--- src/rtl/cprv_dmem_arbiter.sv ---
// -----------------------------------------------------------------------------
// cprv_dmem_arbiter
//   Shares one memory port between two requesters:
//     port 0 = instruction fetch, port 1 = mem stage.
//   Each request is accepted through a valid/ready handshake and registered onto
//   mem_*. A grant can only go out when the output register is free or draining.
//   Each accepted load pushes its port number (its grant tag) into an ID FIFO.
//   Memory read responses are then routed combinationally, in order, to the port
//   at the head of that FIFO.
//
// Optional feature (compile-time macro):
//   CPRV_ARB_FIXED_PRIO_EN - port 1 always wins when it is valid and eligible,
//                            and no last-grant state is kept. Port 0 can starve.
//                            When undefined (the default build), arbitration is
//                            round-robin.
//
// Parameters:
//   DATA_WIDTH - width of addr, wdata and rdata
//   MAX_OUTS   - maximum number of outstanding reads; also the ID FIFO depth.
//                Must be a power of 2 and >= 2.
//
// Ports:
//   clk, rst_n               clock; asynchronous active-low reset
//   req_valid_i/ready_o[1:0] request handshake, one bit per port
//   req_addr_i/wdata_i[1:0]  request address and store data, per port
//   req_w_en_i[1:0]          1 = store, 0 = load
//   rsp_valid_o/ready_i[1:0] read response handshake, per port
//   rsp_rdata_o[1:0]         read data; both ports are driven from mem_rdata_i
//   mem_valid_o/ready_i      registered request to memory
//   mem_addr/wdata/w_en_o    registered request payload
//   mem_rsp_valid_i/ready_o  memory read response handshake
//   mem_rdata_i              memory read data
// -----------------------------------------------------------------------------
module cprv_dmem_arbiter #(
  parameter int unsigned DATA_WIDTH = 64,
  parameter int unsigned MAX_OUTS   = 4
) (
  input  logic                       clk,
  input  logic                       rst_n,
  input  logic [1:0]                 req_valid_i,
  output logic [1:0]                 req_ready_o,
  input  logic [1:0][DATA_WIDTH-1:0] req_addr_i,
  input  logic [1:0][DATA_WIDTH-1:0] req_wdata_i,
  input  logic [1:0]                 req_w_en_i,
  output logic [1:0]                 rsp_valid_o,
  input  logic [1:0]                 rsp_ready_i,
  output logic [1:0][DATA_WIDTH-1:0] rsp_rdata_o,
  output logic                       mem_valid_o,
  input  logic                       mem_ready_i,
  output logic [DATA_WIDTH-1:0]      mem_addr_o,
  output logic [DATA_WIDTH-1:0]      mem_wdata_o,
  output logic                       mem_w_en_o,
  input  logic                       mem_rsp_valid_i,
  output logic                       mem_rsp_ready_o,
  input  logic [DATA_WIDTH-1:0]      mem_rdata_i
);

  localparam int unsigned PTR_W = $clog2(MAX_OUTS);
  localparam int unsigned CNT_W = PTR_W + 1;

  logic                  r_mem_valid;
  logic [DATA_WIDTH-1:0] r_mem_addr;
  logic [DATA_WIDTH-1:0] r_mem_wdata;
  logic                  r_mem_w_en;
  logic [MAX_OUTS-1:0]   r_tag;
  logic [PTR_W-1:0]      r_wptr;
  logic [PTR_W-1:0]      r_rptr;
  logic [CNT_W-1:0]      r_count;
`ifndef CPRV_ARB_FIXED_PRIO_EN
  logic                  r_last_grant;
`endif

  logic       w_cke;
  logic       w_empty;
  logic       w_has_room;
  logic [1:0] w_elig;
  logic       w_win;
  logic       w_grant;
  logic       w_head;
  logic       w_push;
  logic       w_pop;

  assign w_cke      = ~r_mem_valid | mem_ready_i;
  assign w_empty    = (r_count == '0);
  // Uses the count before any pop in the same cycle.
  assign w_has_room = (r_count < CNT_W'(MAX_OUTS));
  assign w_head     = r_tag[r_rptr];

  always_comb begin
    // Eligibility is decided per port, so a load that is blocked by a full FIFO
    // drops out of arbitration and a store from the other port can still win.
    w_elig[0] = req_valid_i[0] & (req_w_en_i[0] | w_has_room);
    w_elig[1] = req_valid_i[1] & (req_w_en_i[1] | w_has_room);
`ifdef CPRV_ARB_FIXED_PRIO_EN
    w_win = w_elig[1];
`else
    w_win = (&w_elig) ? ~r_last_grant : w_elig[1];
`endif
    w_grant = w_cke & (|w_elig);

    req_ready_o = '0;
    if (w_grant) begin
      req_ready_o[w_win] = 1'b1;
    end

    rsp_valid_o = '0;
    rsp_valid_o[w_head] = mem_rsp_valid_i & ~w_empty;
    mem_rsp_ready_o = ~w_empty & rsp_ready_i[w_head];

    w_push = w_grant & ~req_w_en_i[w_win];
    w_pop  = mem_rsp_valid_i & mem_rsp_ready_o;
  end

  assign rsp_rdata_o[0] = mem_rdata_i;
  assign rsp_rdata_o[1] = mem_rdata_i;

  assign mem_valid_o = r_mem_valid;
  assign mem_addr_o  = r_mem_addr;
  assign mem_wdata_o = r_mem_wdata;
  assign mem_w_en_o  = r_mem_w_en;

  // Output register for the request path.
  always_ff @(posedge clk or negedge rst_n) begin
    if (!rst_n) begin
      r_mem_valid  <= 1'b0;
      r_mem_addr   <= '0;
      r_mem_wdata  <= '0;
      r_mem_w_en   <= 1'b0;
`ifndef CPRV_ARB_FIXED_PRIO_EN
      r_last_grant <= 1'b1;
`endif
    end else if (w_cke) begin
      r_mem_valid <= w_grant;
      if (w_grant) begin
        r_mem_addr   <= req_addr_i[w_win];
        r_mem_wdata  <= req_wdata_i[w_win];
        r_mem_w_en   <= req_w_en_i[w_win];
`ifndef CPRV_ARB_FIXED_PRIO_EN
        r_last_grant <= w_win;
`endif
      end
    end
  end

  // ID FIFO of grant tags; pointers wrap naturally because MAX_OUTS is 2^PTR_W.
  always_ff @(posedge clk or negedge rst_n) begin
    if (!rst_n) begin
      r_tag   <= '0;
      r_wptr  <= '0;
      r_rptr  <= '0;
      r_count <= '0;
    end else begin
      if (w_push) begin
        r_tag[r_wptr] <= w_win;
        r_wptr        <= r_wptr + PTR_W'(1);
      end
      if (w_pop) begin
        r_rptr <= r_rptr + PTR_W'(1);
      end
      case ({w_push, w_pop})
        2'b10:   r_count <= r_count + CNT_W'(1);
        2'b01:   r_count <= r_count - CNT_W'(1);
        default: r_count <= r_count;
      endcase
    end
  end

endmodule

--- config.mk ---
export PLATFORM = sky130hd
export DESIGN_NAME = cprv_dmem_arbiter
export DESIGN_NICKNAME = d
export VERILOG_FILES = /design/src/rtl/cprv_dmem_arbiter.sv
export SDC_FILE = /design/constraint.sdc
export NUM_CORES = 1
export LEC_CHECK = 0
export ABC_AREA = 0
export CORE_AREA = 5 5 226 228
export DETAILED_ROUTE_END_ITERATION = 8
export DIE_AREA = 0 0 231 233
export HOLD_SLACK_MARGIN = 0.08
export PLACE_DENSITY_LB_ADDON = 0.25
export SLEW_MARGIN = 20
export SYNTH_ARGS = -nofsm -noshare
export SYNTH_HDL_FRONTEND = slang
export SYNTH_SLANG_ARGS = --single-unit
--- constraint.sdc ---
create_clock -name clk -period 5 [get_ports clk]
set_clock_uncertainty 0.1 [all_clocks]
set_input_delay 1.5 -clock clk [delete_from_list [all_inputs] [get_ports clk]]
set_output_delay 1.5 -clock clk [all_outputs]
set_load 0.02 [all_outputs]
==> results.md <==
- Status: completed
- First-pass GRT wire length: approximately 39000 µm
- Top-area cell type share of the netlist area: 0.453
- Bufs on Longest Clock Path: 2
- Syn_nets: 1104
- Die height: 233 µm
- WS Path Type: primary input to output pin
- Worst Hold Path Cells: 2
- Avg Vias per Cell: 3.61
- GRT Residual Overflow: 0
- Max-cap violation count: 0
- Hold Vio Cnt, Final: 0
- Post-CTS sizing: 0
- Crit path capture type: output pin
- FF+latch count, synth: 142
- Setup violators final: 0
- Sequential cell area: 3550 µm²
- First DRT Iteration DRCs: 191
- Synth async-reset ratio: 1.00
- R2R Path End: mem_wdata_o[23]
- Sequential element share of the synthesized area: 0.457
- Final Non-Filler Cells: about 1700
- Detailed Place HPWL: between 15000 and 20000 µm
- Hold Crit Endpoint: mem_wdata_o[26]
- Mean Syn Cell Area: 10.1 µm²
- CP required: between 3000 and 4000 ps
- Max Clock Freq: 215 MHz
- Layout net count: between 1000 and 1500
- RSZ-0062 raised after global routing: false
- Slew @ Worst Pin: between 800 and 900 ps
- # H-tree levels: 4
- Synth top area cells: dfrtp_1, mux2i_1, buf_4
- Initial antenna violation count: 1
- Clock power share: 0.202
- Area growth syn-to-layout: 52.9%
- DP Cell Count: around 1600
- DR pass1 iterations: 4
- Reg2Reg Depth: 6
- HP Start: mem_wdata_o[26]
- I/O Buffers: 400
- VDD IR max: 0.000178 V
- Register share of total power: 0.316
- Wirelength per Cell: around 15 µm
- Die Width: 231 µm
- Largest net degree at the start of global routing: 189
- Antenna diodes: 0
- Vias: around 6000
- Layout cell share with drive strength beyond 1: 0.0464
- Io pins: around 600
- Post-Route Setup TNS: 0 ps
- Clock tree sinks: 142
- Pint: 3.79 mW
- CTS tree: built
- Synth warn: 0
- Top cells by count, synth: dfrtp_1, buf_4, mux2i_1, nand2_1, o21ai_1
- Core area: just under 50000 µm²
- Worst-path clk slew: 70 ps
- Detailed-route DRC error count: 0
- Rel. slew slack: 0.443
- Comb power frac: 0.482
- Initial Utilization: 0.160
- Clock Latency Late Sink: 460 ps
- Start of the worst register-to-register path: r_last_grant
- Aggregate global-route resource usage: 0.0952
- Count leader, synth: dfrtp_1
- Rows: 81
- Unique masters post-synth: 35
- Area leader, netlist: dfrtp_1
- Switching Share: 0.388
- Gate Count Post-Synth: 768
- Area of the multi-input gates: 2870 µm²
- Max-slew violation count: 0
- Overall power: between 6 and 7 mW
- Hold crit path type: register to register
- Fillcell total: 5244
- Power per cell area: ~520 nW/µm²
- RePlAce Congestion: 0.721
- Number of global-route vias before repair: 6399
- Switch Pwr: 2.40 mW
- Mapped Area: just under 8000 µm²
- Worst R2R Setup Slack: 2170 ps
- CTS root buffer: clkbuf_16
- Die area: ~54000 µm²
- # Post-CTS Setup Buffers: 0
- Synth Flop Type: dfrtp_1
- WL final: 25700 µm
- Total CTS buffers: 17
- EDFF count, synth: 0
- Critical Path Fanout Max: 3
- Startpoint Class: primary input
- LEAKAGE: 5.22 nW
- Post-route clock period utilization: 0.932
- Core Util, Final: 0.245
- # hold bufs at CTS: 0
- Crit path arrival time: 3060 ps
- Post-route ant nets: 0
- Final min period: about 4700 ps
critical path, stage by stage:
cell and delay, ps:
clkdlybuf4s50_1 500, mux2i_1 120, a31oi_1 210, clkdlybuf4s50_1 730
cell usage in the layout (no fill, tap or decap), types with 2 or more instances in the layout:
master           instances
clkinvlp_4               2
inv_1                    9
o31ai_1                  2
clkinv_4                 2
o211ai_1                 2
xnor2_1                  3
clkinv_2                 5
mux2i_1                135
o21ai_1                 81
inv_6                    3
a31oi_1                  6
o21ai_0                 52
a21oi_1                  4
clkdlybuf4s50_1        397
buf_4                    5
dfrtp_1                141
xor2_1                   2
nand2b_1                 2
ha_1                     5
nor2_1                   4
nand2_1                133
buf_12                   4
clkbuf_16               17
power by group through the flow:
stage | clock network (mW) | logic (mW) | registers, mW
floorplan | 0 | 1.15 | 2.54
global placement | 0 | 3.05 | 1.97
detailed placement | 0 | 3.06 | 1.98
CTS | 1.33 | 3.06 | 1.97
global route | 1.37 | 3.24 | 2.03
finish | 1.25 | 2.98 | 1.95
cells by family (layout without fill, tap and decap cells):
| group | count (synthesis) | count (layout) | share of synthesized area |
|---|---|---|---|
| xor+xnor | 5 | 5 | 0.00563 |
| simple gates | 145 | 145 | 0.0727 |
| flops | 142 | 142 | 0.457 |
| mux | 136 | 136 | 0.175 |
| fa+ha+maj | 6 | 6 | 0.0106 |
| compound gates | 153 | 153 | 0.105 |
| buf+inv | 181 | 448 | 0.175 |
cell type report:
| class | count | share of cell area |
|---|---|---|
| Clock buffer | 19 | 0.0372 |
| Clock inverter | 13 | 0.00957 |
| Inverter | 9 | 0.00284 |
| Multi-Input combinational cell | 445 | 0.242 |
| Sequential cell | 142 | 0.299 |
| Tap cell | 622 | 0.0654 |
| Timing Repair Buffer | 407 | 0.345 |
metal layers:
| layer | vias to the layer above | wire length, µm | track usage |
|---|---|---|---|
| li1 | 2980 | - | - |
| met1 | 2670 | 9830 | 0.102 |
| met2 | 278 | 12200 | 0.150 |
| met3 | 60 | 2800 | 0.0561 |
| met4 | 2 | 864 | 0.0472 |
| met5 | - | 20 | 0 |
through the flow:
step | instance area, µm² | hold slack (ps) | setup WS, ps
floorplan | 7780 | 370 | 968
global route | 11900 | 405 | 245
detailed placement | 11300 | 370 | 307
CTS | 11900 | 386 | 286
finish | 11900 | 381 | 338
global placement | 11300 | 362 | 338
registers in the layout (all words and copies together) (netlist names):
name          cells
mem_addr_o       64
mem_valid_o       1
mem_w_en_o        1
mem_wdata_o      64
r_count           3
r_last_grant      1
r_rptr            2
r_tag             4
r_wptr            2
worst max path at each step:
stage | slack (ps) | startpoint | cells after the start | endpoint
after detailed placement | 310 | rsp_ready_i[1] | 4 | mem_rsp_ready_o
final | 340 | rsp_ready_i[1] | 4 | mem_rsp_ready_o
after global routing | 250 | rsp_ready_i[1] | 4 | mem_rsp_ready_o
after floorplan | 970 | mem_ready_i | 6 | req_ready_o[1]
after global placement | 340 | rsp_ready_i[1] | 4 | mem_rsp_ready_o
after CTS | 290 | rsp_ready_i[1] | 4 | mem_rsp_ready_o
Note: power is estimated with default switching activity, not from simulation.
